File: src/rtl/lcd_rx_pkg.sv
// rtl/lcd_rx_pkg.sv - opcodes, FSM states and pixel type for the 8080-style LCD bus receiver
package lcd_rx_pkg;

    localparam logic [7:0] CMD_SWRESET = 8'h01;
    localparam logic [7:0] CMD_DISPOFF = 8'h28;
    localparam logic [7:0] CMD_DISPON  = 8'h29;
    localparam logic [7:0] CMD_CASET   = 8'h2A;
    localparam logic [7:0] CMD_RASET   = 8'h2B;
    localparam logic [7:0] CMD_RAMWR   = 8'h2C;

    typedef enum logic [2:0] {
        ST_IDLE,
        ST_CASET_P,
        ST_RASET_P,
        ST_RAMWR_HI,
        ST_RAMWR_LO,
        ST_IGNORE
    } rx_state_e;

    typedef struct packed {
        logic [15:0] x;
        logic [15:0] y;
        logic [15:0] rgb565;
    } pixel_t;

    // Parameterless commands park in IDLE so stray data bytes are dropped.
    function automatic rx_state_e cmd_state(input logic [7:0] op);
        case (op)
            CMD_CASET:   return ST_CASET_P;
            CMD_RASET:   return ST_RASET_P;
            CMD_RAMWR:   return ST_RAMWR_HI;
            CMD_SWRESET,
            CMD_DISPON,
            CMD_DISPOFF: return ST_IDLE;
            default:     return ST_IGNORE;
        endcase
    endfunction

endpackage

File: src/rtl/lcd_wr_strobe.sv
// rtl/lcd_wr_strobe.sv - rising-edge detect on wr and byte capture for the LCD bus receiver
module lcd_wr_strobe (
    input  logic       clk,
    input  logic       nrst,
    input  logic       wr,
    input  logic       dcx,
    input  logic [7:0] d,
    output logic       byte_valid,
    output logic       is_cmd,
    output logic [7:0] rx_byte
);

    logic wr_q;

    // wr_q resets high so an idle-high bus leaving reset is not seen as an edge.
    always_ff @(posedge clk or negedge nrst) begin
        if (!nrst) begin
            wr_q <= 1'b1;
        end else begin
            wr_q <= wr;
        end
    end

    assign byte_valid = wr & ~wr_q;
    assign is_cmd     = ~dcx;
    assign rx_byte    = d;

endmodule

File: src/rtl/lcd_bus_receiver.sv
// rtl/lcd_bus_receiver.sv - LCD write-bus command decoder producing RGB565 pixel writes; LCD_RX_BOUNDS_CHECK_EN enables out-of-bounds suppression
module lcd_bus_receiver
    import lcd_rx_pkg::*;
#(
    parameter int H_RES   = 240,
    parameter int V_RES   = 320,
    parameter int COORD_W = 9
) (
    input  logic               clk,
    input  logic               nrst,
    input  logic               sync,
    input  logic               wr,
    input  logic               dcx,
    input  logic [7:0]         D,
    output logic               pixel_valid,
    output logic [COORD_W-1:0] pixel_x,
    output logic [COORD_W-1:0] pixel_y,
    output logic [15:0]        pixel_data,
    output logic               frame_start,
    output logic               disp_on,
    output logic [7:0]         last_cmd,
    output logic               oob_err
);

    localparam logic [COORD_W-1:0] FULL_EC = COORD_W'(H_RES - 1);
    localparam logic [COORD_W-1:0] FULL_ER = COORD_W'(V_RES - 1);

    logic               byte_valid;
    logic               is_cmd;
    logic [7:0]         rx_byte;
    logic               accept;
    rx_state_e          state;
    logic [1:0]         pidx;
    logic [7:0]         p0, p1, p2, hi_q;
    logic [COORD_W-1:0] sc, ec, sr, er, cur_x, cur_y;
    logic [COORD_W-1:0] eff_ec, eff_er, start_val, end_val;
    logic               oob_hit;
    logic               oob_err_q;

    lcd_wr_strobe u_strobe (
        .clk        (clk),
        .nrst       (nrst),
        .wr         (wr),
        .dcx        (dcx),
        .d          (D),
        .byte_valid (byte_valid),
        .is_cmd     (is_cmd),
        .rx_byte    (rx_byte)
    );

    assign accept    = byte_valid & ~sync;
    // An inverted window collapses to its start coordinate.
    assign eff_ec    = (sc > ec) ? sc : ec;
    assign eff_er    = (sr > er) ? sr : er;
    assign start_val = COORD_W'({p0, p1});
    assign end_val   = COORD_W'({p2, rx_byte});

`ifdef LCD_RX_BOUNDS_CHECK_EN
    assign oob_hit = (32'(cur_x) >= 32'(H_RES)) || (32'(cur_y) >= 32'(V_RES));
    assign oob_err = oob_err_q;
`else
    assign oob_hit = 1'b0;
    assign oob_err = 1'b0;
`endif

    always_ff @(posedge clk or negedge nrst) begin
        if (!nrst) begin
            state       <= ST_IDLE;
            pidx        <= 2'd0;
            p0          <= 8'h00;
            p1          <= 8'h00;
            p2          <= 8'h00;
            hi_q        <= 8'h00;
            sc          <= '0;
            ec          <= FULL_EC;
            sr          <= '0;
            er          <= FULL_ER;
            cur_x       <= '0;
            cur_y       <= '0;
            pixel_valid <= 1'b0;
            pixel_x     <= '0;
            pixel_y     <= '0;
            pixel_data  <= 16'h0000;
            frame_start <= 1'b0;
            disp_on     <= 1'b0;
            last_cmd    <= 8'h00;
            oob_err_q   <= 1'b0;
        end else begin
            pixel_valid <= 1'b0;
            frame_start <= 1'b0;
            if (sync) begin
                state <= ST_IDLE;
            end else if (accept && is_cmd) begin
                last_cmd <= rx_byte;
                pidx     <= 2'd0;
                state    <= cmd_state(rx_byte);
                case (rx_byte)
                    CMD_DISPON:  disp_on <= 1'b1;
                    CMD_DISPOFF: disp_on <= 1'b0;
                    CMD_SWRESET: begin
                        disp_on   <= 1'b0;
                        sc        <= '0;
                        ec        <= FULL_EC;
                        sr        <= '0;
                        er        <= FULL_ER;
                        oob_err_q <= 1'b0;
                    end
                    CMD_RAMWR: begin
                        cur_x       <= sc;
                        cur_y       <= sr;
                        frame_start <= 1'b1;
                    end
                    default: ;
                endcase
            end else if (accept) begin
                case (state)
                    ST_CASET_P, ST_RASET_P: begin
                        pidx <= pidx + 2'd1;
                        case (pidx)
                            2'd0: p0 <= rx_byte;
                            2'd1: p1 <= rx_byte;
                            2'd2: p2 <= rx_byte;
                            default: begin
                                // Fourth parameter commits; anything further is ignored.
                                if (state == ST_CASET_P) begin
                                    sc <= start_val;
                                    ec <= end_val;
                                end else begin
                                    sr <= start_val;
                                    er <= end_val;
                                end
                                state <= ST_IGNORE;
                            end
                        endcase
                    end
                    ST_RAMWR_HI: begin
                        hi_q  <= rx_byte;
                        state <= ST_RAMWR_LO;
                    end
                    ST_RAMWR_LO: begin
                        state <= ST_RAMWR_HI;
                        if (oob_hit) begin
                            oob_err_q <= 1'b1;
                        end else begin
                            pixel_valid <= 1'b1;
                            pixel_x     <= cur_x;
                            pixel_y     <= cur_y;
                            pixel_data  <= {hi_q, rx_byte};
                        end
                        if (cur_x == eff_ec) begin
                            cur_x <= sc;
                            cur_y <= (cur_y == eff_er) ? sr : cur_y + 1'b1;
                        end else begin
                            cur_x <= cur_x + 1'b1;
                        end
                    end
                    default: ;
                endcase
            end
        end
    end

endmodule

File: config.mk
export PLATFORM = sky130hd
export DESIGN_NAME = lcd_bus_receiver
export DESIGN_NICKNAME = d
export VERILOG_FILES = /design/src/rtl/lcd_rx_pkg.sv /design/src/rtl/lcd_wr_strobe.sv /design/src/rtl/lcd_bus_receiver.sv
export SDC_FILE = /design/constraint.sdc
export NUM_CORES = 1
export LEC_CHECK = 0
export CAP_MARGIN = 20
export CORE_MARGIN = 3
export CORE_UTILIZATION = 25
export CTS_BUF_LIST = sky130_fd_sc_hd__clkbuf_8
export DETAILED_ROUTE_END_ITERATION = 7
export DONT_BUFFER_PORTS = 1
export SYNTH_ARGS = -nofsm -noshare
export SYNTH_HDL_FRONTEND = slang
export SYNTH_SLANG_ARGS = --single-unit
File: constraint.sdc
create_clock -name clk -period 3.1 [get_ports clk]
set_input_delay 0.62 -clock clk [delete_from_list [all_inputs] [get_ports clk]]
set_output_delay 0.62 -clock clk [all_outputs]
set_load 0.05 [all_outputs]
### Yosys cells after proc, flatten, opt, wreduce, memory -nomap -nowiden

Index checks and enable logic that the tools add are counted.

| cells by class | value |
|---|---|
| add/subtract/negate cells | 3 |
| $lt $le $gt $ge | 2 |
| equality and inequality tests | 19 |
| mux-type cells | 53 |
| bitwise gates (word level) | 6 |
| reduce and logical (&&, ||, !) cells | 27 |

Operators with widths:

| kind | count |
|---|---|
| 9-bit 2-to-1 mux | 36 |
| 8-bit by 6-bit equality test with 1-bit output, second input constant | 5 |
| 5-bit AND reduction | 4 |
| 9-bit by 1-bit adder with 9-bit output, second input constant | 2 |
| 9-bit equality test | 2 |
| 9-bit greater-than comparator | 2 |
| 3-bit 2-to-1 mux | 4 |
| 3-bit case mux with 4 select lines | 1 |
| 4-bit AND reduction | 3 |
| 6-bit AND reduction | 2 |
| 2-bit nonzero test | 6 |
| 3-bit case mux with 3 select lines | 1 |
| 3-bit AND reduction | 3 |
| 8-bit by 1-bit equality test with 1-bit output, second input constant | 1 |
| 1-bit 2-to-1 mux | 7 |
| 3-bit by 2-bit equality test with 1-bit output, second input constant | 2 |
| 2-bit 2-to-1 mux | 3 |
| 2-bit by 1-bit inequality test with 1-bit output, second input constant | 3 |
| 3-bit OR reduction | 2 |
| 5-bit nonzero test | 1 |
| 4-bit inequality test, second input constant | 1 |
| 1-bit NOT | 4 |
| 2-bit OR reduction | 2 |
| 3-bit by 1-bit equality test with 1-bit output, second input constant | 1 |
| 11 further kinds | 12 |

| storage, ports and cells | value |
|---|---|
| register bits after elaboration | 123 |
| input bits | 13 |

### Logic depth before layout (Yosys ltp)

Gate-level depths: netlist (run 1).

| logic depth | value |
|---|---|
| depth in word-level cells | 8 |
| gate-level depth with buffers | 11 |
| mapped depth without buffers | 10 |

### Modules after synthesis

A second synthesis (run 1) with hierarchy kept.

| unflattened totals | value |
|---|---|
| cells, all modules | 715 |
| area, all modules | 6556.3 um2 |

Modules (own cells, without submodules):

| module | times used | cells each | area an instance (um2) | sequential area each (um2) |
|---|---|---|---|---|
| lcd_bus_receiver | 1 | 704 | 6452.4 | 3070.4 |
| lcd_wr_strobe | 1 | 11 | 103.8 | 26.3 |

### Worst setup path after synthesis (run 1)

Ideal clock, no wire load.

| timing path | value |
|---|---|
| path kind | register to register |
| from | register ec[7] |
| to | register cur_x[8] |
| arrival | 2842 ps |
| slack | 187 ps |
| stages on the path, launching flop included | 12 |
| buffers on the path | 1 |
| clock period less this slack | 2913 ps |
| cells stage by stage | dfstp_2 > inv_1 > ha_1 > and4_4 > or3b_4 > nand2_1 > nand2_4 > mux2_4 > and3_1 > buf_6 > or4_1 > nand4_1 |

| on the way | value |
|---|---|
| cells in the longest elaborated chain, start to end | 7 |

RTL lines:

| element | line | RTL |
|---|---|---|
| start, declared | lcd_bus_receiver.sv:35 | `logic [COORD_W-1:0] sc, ec, sr, er, cur_x, cur_y;` |
| start signal, assigned | lcd_bus_receiver.sv:127 | `ec <= end_val;` |
| 9-bit greater-than comparator | lcd_bus_receiver.sv:53 | `assign eff_ec = (sc > ec) ? sc : ec;` |
| 9-bit 2-to-1 mux * | lcd_bus_receiver.sv:53 |  |
| 9-bit equality test * | lcd_bus_receiver.sv:150 | `if (cur_x == eff_ec) begin` |
| 9-bit 2-to-1 mux * | lcd_bus_receiver.sv:150 |  |
| 9-bit 2-to-1 mux * | lcd_bus_receiver.sv:116 | `case (state)` |
| 9-bit 2-to-1 mux * | lcd_bus_receiver.sv:115 | `end else if (accept) begin` |
| 9-bit 2-to-1 mux * | lcd_bus_receiver.sv:93 | `end else if (accept && is_cmd) begin` |
| end signal, assigned | lcd_bus_receiver.sv:154 | `cur_x <= cur_x + 1'b1;` |
| end, declared | lcd_bus_receiver.sv:35 |  |

Every way passes the cells marked *; elsewhere a longest branch is shown, timed or not. The select of a mux whose other input is x is not followed.
A chain may end at the register's enable or synchronous reset.

### Worst setup path after layout (run 1)

| timing path | value |
|---|---|
| from | register ec[6] |
| to | register cur_x[8] |

Same word-level chain as after synthesis.

==> results of run 1 <==
metal layers:
metal | wire, um | up-vias
met3 | 1160 | 17
met4 | 275 | 0
met2 | 7910 | 139
met1 | 8770 | 2488
met5 | 0 | -
li1 | - | 2507
layout by cell type, fill, tap and decap left out, types with 6 or more instances in the layout:
cell | netlist | final
mux2i_1 | 7 | 7
nand4_1 | 17 | 17
nand3_1 | 23 | 22
o22ai_1 | 6 | 6
o41ai_1 | 7 | 7
xor2_1 | 16 | 16
and3_1 | 9 | 8
ha_1 | 24 | 24
dfstp_2 | 15 | 15
clkbuf_8 | 0 | 17
nor3_1 | 19 | 17
inv_1 | 36 | 36
a21oi_1 | 24 | 24
dfrtp_1 | 108 | 108
xnor2_1 | 13 | 13
buf_4 | 1 | 32
nand2_1 | 177 | 176
nor2_1 | 25 | 25
a22o_1 | 9 | 9
mux2_2 | 23 | 23
o21ai_0 | 39 | 38
metrics by stage:
| step | total power (W) | cell area, um2 |
|---|---|---|
| after floorplan | 0.00197 | 6560 |
| after global placement | 0.00201 | 7070 |
| after detailed placement | 0.00201 | 7070 |
| after CTS | 0.00339 | 7450 |
| after global routing | 0.00349 | 7480 |
| final | 0.00335 | 7480 |
flip-flops by register name, indices dropped and copies added, names as in the netlist, 9 cells and up:
| register | flops |
|---|---|
| cur_x | 9 |
| pixel_y | 9 |
| er | 9 |
| pixel_x | 9 |
| cur_y | 9 |
| sr | 9 |
| pixel_data | 16 |
| sc | 9 |
| ec | 9 |
cells in the mapped netlist, drive strengths merged, types with 3 or more instances:
master	n
nor4b	3
nor2	26
o21ai	41
nor3b	4
o22ai	6
nand2	178
clkbuf	32
mux2i	7
ha	24
xnor2	13
a211oi	3
a22oi	4
a21oi	24
or3	4
dfrtp	108
and3	9
nand3	23
and2	4
nand4	17
mux2	26
inv	36
or4	4
a2bb2oi	4
o31ai	3
a22o	9
nor3	19
o41ai	7
buf	9
xor2	16
nor4	4
dfstp	15
cell families (layout without fill, tap and decap cells):
family,after synthesis,in the layout,share of synthesized area
and+or+nand+nor,304,304,0.212
AOI/OAI and AO/OA,126,126,0.127
DFF,123,123,0.472
buffers and inverters,77,101,0.0469
muxes,33,33,0.0565
xor gates and xnor gates,29,29,0.0387
adders and majority gates,24,24,0.0458
other,1,1,0.000572
critical path, delay by kind of cell (launching register included):
family                   cells  cell delay [ns]
AND/OR/NAND/NOR              6             1.60
flip-flops                   1             0.55
multiplexers                 1             0.32
adder cells (fa/ha/maj)      1             0.29
AO/OA/AOI/OAI                1             0.13
buffers and inverters        1             0.06
power by group:
part	total (W)	internal, W	switching, W
combinational	0.000124	0.0000561	0.0000684
clock	0.00137	0.000644	0.000725
sequential	0.00186	0.00166	0.000196
total	0.00335	0.00236	0.000989
worst paths after layout:
path	endpoint	slack, ns	depth (start not counted)	start
setup / recovery	cur_x[8]	0.1	10	ec[6]
hold / removal	pixel_x[4]	-0.11	0	nrst
setup reg to reg	cur_x[8]	0.1	10	ec[6]
hold reg to reg	pixel_data[9]	0.46	2	hi_q[1]
max in group asynchronous	ec[3]	2.93	0	nrst
min in group clk	u_strobe.wr_q	0.17	0	wr
area by class of cell:
class / count / area, um2 / share of cell area
flip-flops and latches: 123 / 3100 / 0.414
repair buffers: 33 / 260 / 0.0348
inverters: 36 / 135 / 0.0181
multi-input cells: 517 / 3200 / 0.428
clock inverters: 15 / 139 / 0.0186
clock buffers: 17 / 234 / 0.0313
well taps: 330 / 413 / 0.0552
timing repair:
action	4_1_cts	5_1_grt
endpoints found under the setup margin	0	13
resized for setup	0	7
endpoints found under the hold margin	108	108
==> metrics.csv, run 1 <==
metric,value,unit
critical path arrival,3.37,ns
row cnt,58,
pwr dens,448,nW/um2
Tcrit/Tclk final,0.968,
post-synthesis instance total,717,
post-synth top area share,0.412,
pre-CTS setup slack,0.0606,ns
CTS tree,built,
"Clk pin slew, worst setup/hold paths",0.08,ns
Final GP Congestion,0.873,
Initial DRC Count,463,
CP Class,reg -> reg,
Final ANT Viol Nets,0,
sequential area share after synthesis,0.472,
vias per cell,4.81,
# placed instances,1039,
final wirelength,18100,um
crit-path cells,inv_1 -> ha_1 -> and4_4 -> or3b_4 -> o211ai_4 -> nand2_4 -> mux2_4 -> and3_4 -> or4_1 -> nand4_1,
post-synthesis cell area,6560,um2
Startpoint Class,register,
total CTS buffers,17,
number of synthesized flops with an enable pin,0,
Initial Util,0.258,
failing checks,hold timing,
status,finished with violations,
Worst setup EP type,register,
vias in the first global route,5128,
GRT Resource Usage Total,0.130,
Syn. warnings,0,
Post-CTS Setup Bufs,0,
hold_ws,-0.112,ns
Critical Path Max Stage Delay,0.55,ns
clock sinks,123,
first-pass GRT wire length,28800,um
slew margin rel.,0.559,
CTS max path bufs,2,
ANT cells,0,
Final Hold Fails,108,
GRT Max-Usage Layer,met2,
Max Clock Skew,0.0127,ns
nets@finish,765,
Final Non-Filler Cells,1071,
layout cells sized above 1,0.165,
ys async rst share,1.00,
Die Span X,168,um
H-tree levels,4,
Yosys reg bits,123,
met1 Usage GRT,0.186,
largest net degree at the start of global routing,124,
DRT Pass-1 Iters,5,
GR met3 Demand/Resource,0.0338,
grt ovf,0,
Clock Latency Late Sink,0.45,ns
initial antenna violation count,0,
Clk Tree Root Cell,clkbuf_8,
DIE AREA,28200,um2
crit path max fanout,10,
Setup TNS,0,ns
Layout Area Growth over Synthesis,14.0,%
Tmin final,3.00,ns
"Net Count, Synth",754,
Buffers on Ports,0,
Max-Cap Viols,0,
cell taking the most area after synthesis,dfrtp_1,
I/O Pins,59,
DIE HEIGHT,168,um
ys flop type,dfrtp_1,
DR DRC count,0,
critical path required time,3.47,ns
met2 Use GR,0.193,
WL/cell,16.9,um
Final Setup Violations,0,
core area,25500,um2
DP Wirelength,12800,um
Util after Layout,0.293,
Synth area leaders,"dfrtp_1 (41%), nand2_1 (10%), dfstp_2 (6.0%)",
slowest CP cell,dfstp_2,
Final Max Slew Viols,0,
hold crit path type,in -> async,
Worst Max-Slew Pin Slew,0.657,ns
"Avg Cell Area, Syn",9.15,um2
Yosys cell types,70,
leakage power,3.48,nW
RSZ-0062 raised after global routing,true,
Vias,5151,
maximum VDD drop,0.271,mV
Fmax,333,MHz
Filler Cells Inserted,2662,
final setup margin,0.0985,ns
(Power assumes the default switching activity.)
==> inputs of run 2 (changes only) <==
--- a/config.mk
+++ b/config.mk
@@ -7,10 +7,11 @@
 export LEC_CHECK = 0
 export CAP_MARGIN = 20
 export CORE_MARGIN = 3
-export CORE_UTILIZATION = 25
+export CORE_UTILIZATION = 50
 export CTS_BUF_LIST = sky130_fd_sc_hd__clkbuf_8
 export DETAILED_ROUTE_END_ITERATION = 7
 export DONT_BUFFER_PORTS = 1
+export PLACE_DENSITY = 0.68
 export SYNTH_ARGS = -nofsm -noshare
 export SYNTH_HDL_FRONTEND = slang
 export SYNTH_SLANG_ARGS = --single-unit
==> metrics.csv, run 2 (synthesis results as in run 1) <==
metric,value,unit,change
status,finished clean,,
DRT Pass-1 Iters,6,,+1
vias per cell,5.84,,+21%
Final ANT Viol Nets,0,,unchanged
maximum VDD drop,0.431,mV,+59%
Tcrit/Tclk final,0.967,,-0.00107
vias in the first global route,5401,,+5.3%
leakage power,3.58,nW,+3.0%
critical path arrival,3.39,ns,+0.02 ns
slew margin rel.,0.400,,-0.159
clock sinks,123,,unchanged
CP Class,reg -> reg,,
Worst Max-Slew Pin Slew,0.896,ns,+0.239 ns
clock power share,0.444,,+0.035
DP Wirelength,12300,um,-4.2%
Max Clock Skew,0.0123,ns,-0.000348 ns
"commonest non-fill, non-tap cell in the layout",nand2_1,,
pwr dens,487,nW/um2,+8.8%
ANT cells,0,,unchanged
Final GP Congestion,0.944,,+8.1%
I/O Pins,59,,unchanged
grt ovf,0,,unchanged
first-pass GRT wire length,28500,um,-0.74%
"commonest cells after routing, fill and taps aside","nand2_1 (176), dfrtp_1 (108), o21ai_0 (38), buf_4 (38), inv_1 (37)",,
Final Hold Fails,0,,-100%
WL/cell,19.2,um,+14%
GRT Resource Usage Total,0.256,,+0.127
nets@finish,773,,+1.0%
dpl cell area,6880,um2,-2.7%
initial antenna violation count,0,,unchanged
critical path required time,3.49,ns,+0.02 ns
Sw Share,0.279,,-0.0163
Layout Area Growth over Synthesis,13.4,%,
Die Span X,121,um,-28%
Startpoint Class,register,,
crit path max fanout,10,,unchanged
DR DRC count,0,,unchanged
Final Setup Violations,0,,unchanged
Vias,5376,,+4.4%
fin area,7440,um2,-0.45%
Buffers on Ports,0,,unchanged
"Clk pin slew, worst setup/hold paths",0.07,ns,about the same
CTS tree,built,,
final wirelength,17700,um,-2.4%
combinational fraction of design power,0.044,,+0.007
Tmin final,3.00,ns,-0.00331 ns
largest register by flop count,pixel_data,,
CTS max path bufs,2,,unchanged
max reg flops,16,,unchanged
total CTS buffers,17,,unchanged
# placed instances,882,,-15%
core area,12700,um2,-50%
DIE HEIGHT,121,um,-28%
row cnt,41,,-29%
hold crit path type,in -> async,,
Fmax,334,MHz,+0.11%
Clk Tree Root Cell,clkbuf_8,,
Final Non-Filler Cells,921,,-14%
Worst setup EP type,register,,
DIE AREA,14500,um2,-49%
largest net degree at the start of global routing,109,,-12%
Clock Latency Late Sink,0.46,ns,about the same
Filler Cells Inserted,1137,,-57%
layout cells sized above 1,0.171,,+0.00625
sequential share of power,0.511,,-0.043
Final Max Slew Viols,0,,unchanged
Initial DRC Count,401,,-13%
Initial Util,0.516,,+0.258
Internal,0.00262,W,+11%
NetSw,0.00101,W,+2.3%
Max-Cap Viols,0,,unchanged
H-tree levels,4,,unchanged
-- run 2: final timing paths --
path,startpoint,to,slack [ns],depth (start not counted)
min in group clk,wr,u_strobe.wr_q,0.15,0
worst max-delay path,ec[6],cur_x[7],0.10,10
max in group asynchronous,nrst,ec[6],1.91,1
worst min register to register,hi_q[7],pixel_data[15],0.47,2
worst max register to register,ec[6],cur_x[7],0.10,10
worst min-delay path,nrst,p2[0],0.06,1
-- run 2: critical path, stage by stage, from the launching register on --
cell	delay, ns
dfstp_2	0.55
inv_1	0.06
ha_1	0.30
and4_4	0.22
or3b_4	0.42
o211ai_4	0.14
nand2_4	0.11
mux2_4	0.32
and3_4	0.22
or4_1	0.49
nand4_1	0.11
-- run 2: power groups by stage --
stage                     Sequential [W]  Combinational, W  Clock, W
after floorplan                  0.00187          0.000109         0
after global placement           0.00188          0.000119         0
after detailed placement         0.00188          0.000125         0
after CTS                        0.00186          0.000163   0.00163
after global routing             0.00186          0.000186   0.00172
final                            0.00186          0.000161   0.00161
-- run 2: per-stage QoR --
step	power (W)	setup TNS, ns	util	hold WS [ns]	setup slack [ns]
floorplan	0.00197	0	-	0.324	0.187
global placement	0.00200	0	0.541	0.334	0.128
detailed placement	0.00201	0	0.541	0.335	0.0326
CTS	0.00365	0	0.579	0.119	0.0291
global route	0.00377	-0.0132	0.585	0.0844	-0.00850
finish	0.00363	0	0.585	0.0584	0.102
-- run 2: timing repair --
action                                 CTS  global route
resized for setup                        0            10
endpoints found under the hold margin  108             0
buffers inserted                         0             5
setup endpoints to repair                0            16
hold buffers                             2             0
-- run 2: layout make-up --
cell class	instances	area (um2)	area share
Timing Repair Buffer	41	343	0.0461
Clock buffer	17	234	0.0314
Sequential cell	123	3100	0.416
Inverter	36	135	0.0182
Clock inverter	15	211	0.0284
Tap cell	172	215	0.0289
Multi-Input combinational cell	517	3210	0.431
-- run 2: layer usage --
metal	wire, um	part of all wire	global-route usage
met1	7780	0.44	0.343
met2	8090	0.46	0.391
met3	1400	0.079	0.0823
met4	403	0.023	0.0963
met5	0	0	0
==> inputs of run 3 (changes only) <==
--- a/config.mk
+++ b/config.mk
@@ -6,12 +6,12 @@
 export NUM_CORES = 1
 export LEC_CHECK = 0
 export CAP_MARGIN = 20
+export CORE_ASPECT_RATIO = 1.2
 export CORE_MARGIN = 3
-export CORE_UTILIZATION = 50
+export CORE_UTILIZATION = 35
 export CTS_BUF_LIST = sky130_fd_sc_hd__clkbuf_8
 export DETAILED_ROUTE_END_ITERATION = 7
 export DONT_BUFFER_PORTS = 1
-export PLACE_DENSITY = 0.68
 export SYNTH_ARGS = -nofsm -noshare
 export SYNTH_HDL_FRONTEND = slang
 export SYNTH_SLANG_ARGS = --single-unit
==> metrics.csv, run 3 (synthesis results as in run 1) <==
metric,value,unit,change
DR DRC count,0,,unchanged
initial antenna violation count,0,,unchanged
Initial Util,0.358,,-0.157
"reg-to-reg slack, setup",0.09,ns,about the same
"commonest non-fill, non-tap cell in the layout",nand2_1,,
maximum VDD drop,0.268,mV,-38%
DIE AREA,20400,um2,+41%
combinational fraction of design power,0.044,,about the same
sequential share of power,0.543,,+0.032
CTS max path bufs,2,,unchanged
Clock Latency Late Sink,0.44,ns,-0.02 ns
max reg flops,16,,unchanged
DIE HEIGHT,156,um,+29%
ANT cells,0,,unchanged
final wirelength,16900,um,-4.6%
Die Span X,131,um,+8.7%
Worst path depth,11,,+1
DRT Pass-1 Iters,4,,-2
crit path max fanout,8,,-2
Final ANT Viol Nets,0,,unchanged
leakage power,3.48,nW,-2.7%
pwr dens,462,nW/um2,-5.3%
pre-CTS setup slack,0.0389,ns,+0.00631 ns
Multi-input gate area,3220,um2,+0.47%
Final GP Congestion,0.837,,-11%
Max-Cap Viols,0,,unchanged
crit-path cells,inv_1 -> ha_1 -> and4_4 -> or3b_4 -> o211ai_4 -> o211a_1 -> o21ai_4 -> nor4b_4 -> nor2_2 -> buf_4 -> a2bb2oi_1,,
Final Max Slew Viols,0,,unchanged
GRT Resource Usage Total,0.171,,-0.0848
"commonest cells after routing, fill and taps aside","nand2_1 (176), dfrtp_1 (108), o21ai_0 (39), inv_1 (37), buf_4 (26)",,
"delay-heaviest family, CP",simple AND/OR/NAND/NOR gates,,
layout cells sized above 1,0.163,,-0.00807
H-tree levels,4,,unchanged
Worst Max-Slew Pin Slew,0.801,ns,-0.0957 ns
Final Non-Filler Cells,989,,+7.4%
critical path required time,3.42,ns,-0.07 ns
Clk Tree Root Cell,clkbuf_8,,
r2r endpoint,cur_y[8],,
status,finished clean,,
critical path arrival,3.33,ns,-0.06 ns
DP Wirelength,11500,um,-6.2%
CTS tree,built,,
Tmin final,3.01,ns,+0.00980 ns
Worst setup EP type,register,,
largest register by flop count,pixel_data,,
Util after Layout,0.404,,-0.181
final setup margin,0.0920,ns,-0.00980 ns
slowest CP cell,dfstp_2,,
WL/cell,17.1,um,-11%
CP Class,reg -> reg,,
"Clk pin slew, worst setup/hold paths",0.08,ns,about the same
core area,18300,um2,+44%
Layout Area Growth over Synthesis,12.8,%,
grt ovf,0,,unchanged
Initial DRC Count,304,,-24%
Critical Path Max Stage Delay,0.54,ns,about the same
Vias,5110,,-4.9%
Tcrit/Tclk final,0.970,,+0.00316
nets@finish,761,,-1.6%
clock sinks,123,,unchanged
# placed instances,954,,+8.2%
row cnt,54,,+32%
I/O Pins,59,,unchanged
Max Clock Skew,0.0105,ns,-0.00181 ns
Sw Share,0.279,,about the same
Final Setup Violations,0,,unchanged
largest net degree at the start of global routing,109,,unchanged
slew margin rel.,0.464,,+0.0640
clock power share,0.413,,-0.031
Fmax,332,MHz,-0.33%
NetSw,0.000953,W,-5.8%
Buf/Inv on CP,2,,+1
cells on worst reg2reg path,11,,+1
register area,3100,um2,unchanged
first-pass GRT wire length,27400,um,-3.8%
Filler Cells Inserted,1827,,+61%
Buffers on Ports,0,,unchanged
total CTS buffers,17,,unchanged
Final Hold Fails,0,,unchanged
R2R Path Start,ec[7],,
crit path launch,ec[7],,
hold crit path type,in -> async,,
Internal,0.00247,W,-5.7%
Startpoint Class,register,,
vias per cell,5.17,,-11%
vias in the first global route,5098,,-5.6%
==> run 3: worst max path at each step <==
stage	to	slack, ns
after global routing	cur_x[6]	-0.02
final	cur_y[8]	0.09
after detailed placement	cur_y[7]	0.04
after floorplan	cur_x[8]	0.19
after CTS	cur_y[7]	0.01
after global placement	cur_y[7]	0.12
==> run 3: layer usage <==
metal,GRT usage,share of wire,routed length (um)
met5,0,0,0
met4,0.0544,0.014,242
met3,0.0455,0.054,913
met2,0.263,0.46,7790
met1,0.236,0.47,7920
==> run 3: repair_timing <==
action,4_1_cts,5_1_grt
setup buffers,0,1
setup endpoints to repair,0,13
gates resized for setup,0,13
endpoints found under the hold margin,108,0
hold buffers,2,0
==> run 3: final cells by class <==
type                       instances  area share
clock buffer                      19      0.0353
multi-input combinational        517       0.435
sequential                       123       0.418
clock inverter                    13      0.0172
timing repair buffer              29      0.0330
inverter                          36      0.0183
tap                              252      0.0426
==> run 3: worst register-to-register path, cell delays in order, from the launching register on <==
cell and delay (ns):
dfstp_2 0.54, inv_1 0.06, ha_1 0.29, and4_4 0.23, or3b_4 0.43, o211ai_4 0.16
o211a_1 0.27, o21ai_4 0.11, nor4b_4 0.40, nor2_2 0.08, buf_4 0.17, a2bb2oi_1 0.15
==> run 3: power by group through the flow <==
stage / sequential [W] / combinational, W / clock, W
after floorplan: 0.00187 / 0.000109 / 0
after global placement: 0.00189 / 0.000112 / 0
after detailed placement: 0.00189 / 0.000116 / 0
after CTS: 0.00186 / 0.000155 / 0.00145
after global routing: 0.00186 / 0.000176 / 0.00152
final: 0.00186 / 0.000151 / 0.00141
==> run 3: through the flow <==
stage	hold WS (ns)	TNS, ns	total power, W	cell area (um2)
floorplan	0.324	0	0.00197	6560
global placement	0.333	0	0.00200	6910
detailed placement	0.334	0	0.00200	6910
CTS	0.124	0	0.00346	7340
global route	0.146	-0.0497	0.00356	7400
finish	0.0909	0	0.00342	7400
